`config.mk`:
```
export PLATFORM = sky130hd
export DESIGN_NAME = ps2_key_tracker
export DESIGN_NICKNAME = d
export VERILOG_FILES = /design/src/rtl/ps2_key_tracker.sv
export SDC_FILE = /design/constraint.sdc
export NUM_CORES = 1
export LEC_CHECK = 0
export CAP_MARGIN = 20
export CORE_MARGIN = 2
export CORE_UTILIZATION = 40
export CTS_BUF_LIST = sky130_fd_sc_hd__clkbuf_4 sky130_fd_sc_hd__clkbuf_8 sky130_fd_sc_hd__clkbuf_16
export DETAILED_ROUTE_END_ITERATION = 10
export HOLD_SLACK_MARGIN = 0.08
export PLACE_DENSITY_LB_ADDON = 0.15
export SLEW_MARGIN = 5
export SYNTH_ARGS = -nofsm -noshare
export SYNTH_HDL_FRONTEND = slang
export SYNTH_SLANG_ARGS = --single-unit
```
`constraint.sdc`:
```
create_clock -name clk -period 2.8 [get_ports clk]
set_input_delay 0.56 -clock clk [delete_from_list [all_inputs] [get_ports clk]]
set_output_delay 0.56 -clock clk [all_outputs]
set_load 0.01 [all_outputs]
```
`src/rtl/ps2_key_tracker.sv`:
```
// PS/2 Set-2 receiver and key-state tracker: frames bytes off the raw pins, decodes
// make/break/extended sequences and keeps a held level per game control key.
module ps2_key_tracker #(
  parameter int unsigned TIMEOUT_CYC = 20000,
  parameter int unsigned SYNC_STAGES = 2
) (
  input  logic       clk,
  input  logic       rst,
  input  logic       ps2_clk,
  input  logic       ps2_data,
  output logic [6:0] key_held,
  output logic [6:0] key_press,
  output logic [7:0] last_key,
  output logic       byte_valid,
  output logic [7:0] rx_byte,
  output logic       frame_err
);

  localparam int unsigned TW = $clog2(TIMEOUT_CYC + 1);
  localparam logic [7:0] CODE_BRK = 8'hF0;
  localparam logic [7:0] CODE_EXT = 8'hE0;

  typedef enum logic [1:0] {IDLE, SHIFT, CHECK} rx_state_t;

  logic [SYNC_STAGES-1:0] clk_sync, data_sync;
  logic                   clk_prev;
  logic                   clk_s, data_s, fall_c;

  // Idle level of both PS/2 lines is high, so sync flops reset high to avoid a fake edge.
  always_ff @(posedge clk or posedge rst) begin
    if (rst) begin
      clk_sync  <= '1;
      data_sync <= '1;
      clk_prev  <= 1'b1;
    end else begin
      clk_sync[0]  <= ps2_clk;
      data_sync[0] <= ps2_data;
      for (int i = 1; i < int'(SYNC_STAGES); i++) begin
        clk_sync[i]  <= clk_sync[i-1];
        data_sync[i] <= data_sync[i-1];
      end
      clk_prev <= clk_s;
    end
  end

  assign clk_s  = clk_sync[SYNC_STAGES-1];
  assign data_s = data_sync[SYNC_STAGES-1];
  assign fall_c = clk_prev & ~clk_s;

  rx_state_t state;
  logic [3:0]    bit_cnt;
  logic [7:0]    shreg;
  logic          par_bit;
  logic [TW-1:0] tmo;

  // Frame receiver; the stop-bit check is resolved on the stop edge so the pulse
  // is visible during the single CHECK cycle.
  always_ff @(posedge clk or posedge rst) begin
    if (rst) begin
      state      <= IDLE;
      bit_cnt    <= 4'd0;
      shreg      <= 8'h00;
      par_bit    <= 1'b0;
      tmo        <= '0;
      byte_valid <= 1'b0;
      rx_byte    <= 8'h00;
      frame_err  <= 1'b0;
    end else begin
      byte_valid <= 1'b0;
      frame_err  <= 1'b0;
      case (state)
        IDLE: begin
          tmo <= '0;
          if (fall_c && !data_s) begin
            state   <= SHIFT;
            bit_cnt <= 4'd0;
          end
        end
        SHIFT: begin
          if (fall_c) begin
            tmo     <= '0;
            bit_cnt <= bit_cnt + 4'd1;
            if (bit_cnt < 4'd8) begin
              shreg <= {data_s, shreg[7:1]};
            end else if (bit_cnt == 4'd8) begin
              par_bit <= data_s;
            end else begin
              state <= CHECK;
              if (data_s && (^{shreg, par_bit})) begin
                byte_valid <= 1'b1;
                rx_byte    <= shreg;
              end else begin
                frame_err <= 1'b1;
              end
            end
          end else if (tmo == TW'(TIMEOUT_CYC - 1)) begin
            frame_err <= 1'b1;
            state     <= IDLE;
          end else begin
            tmo <= tmo + TW'(1);
          end
        end
        CHECK:   state <= IDLE;
        default: state <= IDLE;
      endcase
    end
  end

  function automatic logic [6:0] base_map(input logic [7:0] c);
    case (c)
      8'h1D:   return 7'b0000001;
      8'h1B:   return 7'b0000010;
      8'h1C:   return 7'b0000100;
      8'h23:   return 7'b0001000;
      8'h5A:   return 7'b0010000;
      8'h22:   return 7'b0100000;
      8'h1A:   return 7'b1000000;
      default: return 7'b0000000;
    endcase
  endfunction

  function automatic logic [4:0] ext_map(input logic [7:0] c);
    case (c)
      8'h75:   return 5'b00001;
      8'h72:   return 5'b00010;
      8'h6B:   return 5'b00100;
      8'h74:   return 5'b01000;
      8'h5A:   return 5'b10000;
      default: return 5'b00000;
    endcase
  endfunction

  logic       brk_pend, ext_pend;
  logic [6:0] base_flag, base_nxt;
  logic [4:0] ext_flag, ext_nxt;
  logic [6:0] held_nxt;
  logic       code_c;

  assign code_c = byte_valid && (rx_byte != CODE_BRK) && (rx_byte != CODE_EXT);

  // Next key flags: plain and extended sources are tracked separately and ORed.
  always_comb begin
    base_nxt = base_flag;
    ext_nxt  = ext_flag;
    if (code_c) begin
      if (ext_pend) begin
        if (brk_pend) ext_nxt = ext_flag & ~ext_map(rx_byte);
        else          ext_nxt = ext_flag | ext_map(rx_byte);
      end else begin
        if (brk_pend) base_nxt = base_flag & ~base_map(rx_byte);
        else          base_nxt = base_flag | base_map(rx_byte);
      end
    end
    held_nxt = base_nxt | {2'b00, ext_nxt};
  end

  always_ff @(posedge clk or posedge rst) begin
    if (rst) begin
      brk_pend  <= 1'b0;
      ext_pend  <= 1'b0;
      base_flag <= 7'd0;
      ext_flag  <= 5'd0;
      key_held  <= 7'd0;
      key_press <= 7'd0;
      last_key  <= 8'h00;
    end else begin
      base_flag <= base_nxt;
      ext_flag  <= ext_nxt;
      key_held  <= held_nxt;
      key_press <= held_nxt & ~key_held;
      if (frame_err) begin
        brk_pend <= 1'b0;
        ext_pend <= 1'b0;
      end else if (byte_valid) begin
        if (rx_byte == CODE_BRK) begin
          brk_pend <= 1'b1;
        end else if (rx_byte == CODE_EXT) begin
          ext_pend <= 1'b1;
        end else begin
          brk_pend <= 1'b0;
          ext_pend <= 1'b0;
          if (!brk_pend)                last_key <= rx_byte;
          else if (rx_byte == last_key) last_key <= 8'h00;
        end
      end
    end
  end

endmodule

```
---- Yosys cells after proc, flatten, opt, wreduce, memory -nomap -nowiden ----
Index checks and enable logic that the tools add are counted.
word-level totals
  register bits after elaboration ......... 81
  input bits .............................. 4
  output and inout port bits .............. 32
  logic and storage cells ................. 136
cells by class
  add/sub/neg operators ................... 2
  order comparisons ....................... 1
  eq/ne operators ......................... 28
  multiplexer cells ....................... 53
  bitwise operators ....................... 16
  reductions and logical operators ........ 18
operator list
  kind                                                 count
  2-to-1 mux 7 bit                                     9
  case mux 7 bit (7 select lines)                      1
  2-to-1 mux 5 bit                                     9
  equality test 8 x 7 -> 1 bit, second input constant  5
  equality test 8 x 5 -> 1 bit, second input constant  4
  2-to-1 mux 15 bit                                    2
  case mux 15 bit (2 select lines)                     1
  case mux 5 bit (5 select lines)                      1
  2-to-1 mux 1 bit                                     19
  equality test 8 x 6 -> 1 bit, second input constant  2
  equality test 8 bit, second input constant           2
  2-to-1 mux 8 bit                                     2
  != test 8 bit, second input constant                 2
  adder 15 x 1 -> 15 bit, second input constant        1
  equality test 15 bit, second input constant          1
  != test 3 bit, second input constant                 5
  bitwise AND 7 bit                                    2
  NOT 7 bit                                            2
  2-to-1 mux 2 bit                                     5
  AND reduction 5 bit                                  2
  parity 9 bit                                         1
  equality test 8 bit                                  1
  2-to-1 mux 4 bit                                     2
  case mux 4 bit (2 select lines)                      1
  21 further kinds                                     36

---- Longest topological paths before layout ----
  depth in word-level cells ............... 12
  depth in mapped cells ................... 8
  mapped depth without buffers ............ 7

---- Least setup slack after synthesis ----
OpenSTA, ideal clock, no wires.
  kind .................................... register to register
  start ................................... register tmo[0]
  end ..................................... register tmo[7]
  library setup time ...................... 0.078 ns
  arrival time ............................ 1.917 ns
  data required time ...................... 2.722 ns
  path slack .............................. 0.805 ns
  stages on the path, launching flop included .. 8
  buffers on the path ..................... 1
  clock period less this slack ............ 1.995 ns
  path through ............................ dfrtp_1 ha_1 and4_4 and4b_1 buf_6 a21o_1 or4_1 a21oi_1
between the ends
  cells in the longest elaborated chain, start to end .. 4
  elaborated cells on any way between the ends .. 7
  those cells by class .................... add/sub: 1; eq/ne: 2; mux: 3; reduce/logical: 1
RTL lines
  what                              line  text
  start: declaration                54    logic [TW-1:0] tmo;
  start signal: assignment          100   tmo <= tmo + TW'(1);
  adder 15 x 1 -> 15 bit            100
  2-to-1 mux 15 bit                 96    end else if (tmo == TW'(TIMEOUT_CYC - 1)) begin
  2-to-1 mux 15 bit                 80    if (fall_c) begin
  case mux 15 bit (2 select lines)  71    case (state)
Parallel ways exist; a longest one is shown, timed or not. The select of a mux whose other input is x is not followed.
A chain may end at the register's enable or synchronous reset.

---- Final worst setup path ----
Ends and elaborated chain as after synthesis.

==> impl_metrics.tcl <==
set metrics [dict create \
    status "finished, final reports clean" \
    grt_util_all_layers_pct 15.7 \
    firstDrtPassIters 4 \
    drtIter0Drc 188 \
    power_frac_comb_pct 23.8 \
    critPathLaunch "tmo[0]$_DFFE_PP0P_" \
    syn_inst 334 \
    cts_repair_resize_count 0 \
    max_freq_mhz 440 \
    clock-root-buffer "clkbuf_8" \
    synth-edff-count 0 \
    htree_levels 3 \
    clkPwrFrac_pct 28.5 \
    r2r_slack_ns 0.53 \
    yosysSeqAreaShare_pct 54.5 \
    overflow 0 \
    crit_arrival_ns 2.55 \
    final_hold_viol_count 0 \
    cp-start-kind "register" \
    hold_path.startpoint "data_sync[0]$_DFF_PP1_" \
    ff2ff_path_depth 6 \
    clock_latency_ns 0.35 \
    final_common_cell "dfrtp_1" \
    cap_violations 0 \
    holdBufCountCts 0 \
    core_area_sq_um 8760 \
    min_to "data_sync[1]$_DFF_PP1_" \
    required_ns 3.07 \
    wl_microns 7040 \
    layout_setup_ws_ns 0.527 \
    rows 34 \
    postCtsSetupBuffers 0 \
    drive_gt1_share_pct 12.6 \
    die_y_microns 99.4 \
    syn_area_per_cell_sq_um 10.9 \
    yosys_warnings 0 \
    dp_hpwl_microns 4970 \
    whs_path_depth 0 \
    r2r_end "tmo[7]$_DFFE_PP0P_" \
    ios 36 \
    synth_fp_nets 341 \
    tightest_slew_ns 0.679 \
    synth_cell_types 51 \
    vias 2600 \
    finalSetupViolCount 0 \
    die_x_microns 99.4 \
    cts_sinks 79 \
    fin_crit_sh_pct 81.2 \
    cts_buffer_depth 2 \
    grt_max_degree 51 \
    skew_ns 0.0100 \
    p_sw_share_pct 30.9 \
    worstSetupPathType "register to register" \
    rr_startpoint "tmo[0]$_DFFE_PP0P_" \
    crit_fanout 14 \
    clk_pin_slew_ns 0.08 \
    slew_violations 0 \
    cts_tree "done" \
    place_congestion 0.834 \
    fin_tns_setup_ns 0 \
    io_buffers 35 \
    syn_area_sq_um 3640 \
    rsz0062_at_grt "no" \
    layout.nets 375 \
    postRouteAntennaNets 0 \
    pwr_density_cell_nw_per_um2 755 \
    cts_buffers 9 \
    avgRoutedWirePerCell_microns 14.6 \
    async_flop_share_pct 100 \
    p_leak_nw 1.91 \
    internal_power_mw 2.25 \
    p_sw_mw 1.00 \
    drc_errors 0 \
    initial_core_util_pct 41.5 \
    p_total_mw 3.25 \
    dp_slack_ns 0.545 \
    grt_pass1_wl_microns 12300 \
    mostFrequentLayoutCells "dfrtp_1 (74), clkdlybuf4s50_1 (35), nand2_1 (31)" \
    dieArea_sq_um 9880 \
    area_growth_syn_to_layout_pct 18.2 \
    fillers 817 \
    antenna_found_initial 0 \
    pwr-share-seq_pct 47.8 \
    synth-seq-cells 79 \
    viasPerCell 5.41 \
    ir_worst_vdd_v 0.000411 \
    synth_flop_cell "dfrtp_1" \
    diodes 0 \
    slew_headroom_pct 54.7 \
    hold_path.class "register to register" \
    crit_path_end_kind "register" \
    grt_pass1_vias 2505 \
    period_minus_slack_ns 2.27 \
]
==> per-stage QoR <==
step	instance area, sq um	instances	hold slack, ns	utilization, %
2_1_floorplan	3640	334	0.345	-
3_3_place_gp	4090	465	0.347	46.7
3_5_place_dp	4090	465	0.347	46.7
4_1_cts	4310	481	0.360	49.1
5_1_grt	4310	481	0.366	49.1
6_report	4310	481	0.359	49.1
==> cell families (layout without fill, tap and decap cells) <==
family          Yosys count  in the layout  share of synthesized area [%]
mux                      21             21                           6.39
simple gates            112            112                           16.9
buf+inv                  28             67                           3.37
xor+xnor                 15             15                           4.36
compound gates           76             76                           13.5
flops                    79             79                           54.5
fa+ha+maj                 3              3                           1.03
==> final cells by class <==
class | count | area, sq um | share of cell area (%)
sequential | 79 | 1980 | 46.1
multi-input combinational | 227 | 1540 | 35.7
timing repair buffer | 38 | 385 | 8.95
tap | 108 | 135 | 3.14
clock buffer | 10 | 131 | 3.05
clock inverter | 6 | 85.1 | 1.98
inverter | 13 | 50.0 | 1.16
==> power groups by stage <==
stage / combinational, mW / sequential [mW] / clock [mW]
6_report: 0.773 / 1.55 / 0.925
5_1_grt: 0.876 / 1.59 / 1.01
4_1_cts: 0.787 / 1.55 / 0.955
3_5_place_dp: 0.784 / 1.58 / 0
3_3_place_gp: 0.774 / 1.57 / 0
2_1_floorplan: 0.622 / 1.48 / 0
==> registers in the layout, indices dropped and copies added, names as in the netlist <==
name,flops
key_press,7
rx_byte,8
last_key,8
par_bit,1
state,2
tmo,15
brk_pend,1
key_held,5
data_sync,2
shreg,8
ext_flag,5
ext_pend,1
base_flag,7
clk_prev,1
clk_sync,2
bit_cnt,4
frame_err,1
byte_valid,1
==> worst max-delay path by stage <==
| stage | endpoint | slack, ns | cells after the start |
|---|---|---|---|
| final | tmo[7]$_DFFE_PP0P_ | 0.53 | 6 |
| after floorplan | base_flag[0]$_DFF_PP0_ | 0.22 | 1 |
| after global routing | tmo[7]$_DFFE_PP0P_ | 0.45 | 6 |
| after global placement | tmo[7]$_DFFE_PP0P_ | 0.61 | 6 |
| after detailed placement | tmo[7]$_DFFE_PP0P_ | 0.55 | 6 |
| after CTS | tmo[7]$_DFFE_PP0P_ | 0.53 | 6 |
==> synth_stat cells (4+ instances only) <==
cell type / count / area, sq um
a21o_1: 6 / 45.0
a21oi_1: 12 / 60.1
a22o_1: 11 / 96.3
and2_1: 4 / 25.0
clkbuf_1: 10 / 37.5
dfrtp_1: 74 / 1850
dfstp_2: 5 / 131
inv_1: 13 / 48.8
mux2_2: 18 / 203
nand2_1: 31 / 116
nand3_1: 12 / 60.1
nand4_1: 10 / 62.6
nor2_1: 13 / 48.8
nor2b_1: 4 / 25.0
nor3_1: 6 / 30.0
nor4_1: 5 / 31.3
o21ai_0: 27 / 135
o31ai_1: 9 / 67.6
xnor2_1: 12 / 105
==> worst max-delay path, cell delays in order, from the launching register on <==
cell and delay [ns]:
dfrtp_1 0.41, ha_1 0.25, and4_4 0.22, and4b_1 0.29
a21o_1 0.35, or4_1 0.54, a21oi_1 0.14
==> layer usage <==
metal	share of wire (%)	wire length [microns]	global-route usage, %	vias to the layer above
met5	0	0	0	-
met4	1.1	78	5.69	0
met3	4.2	295	3.79	10
met2	45	3200	24.0	54
met1	49	3470	22.0	1260
li1	-	-	-	1276
Power figures use the tool's default switching activity.
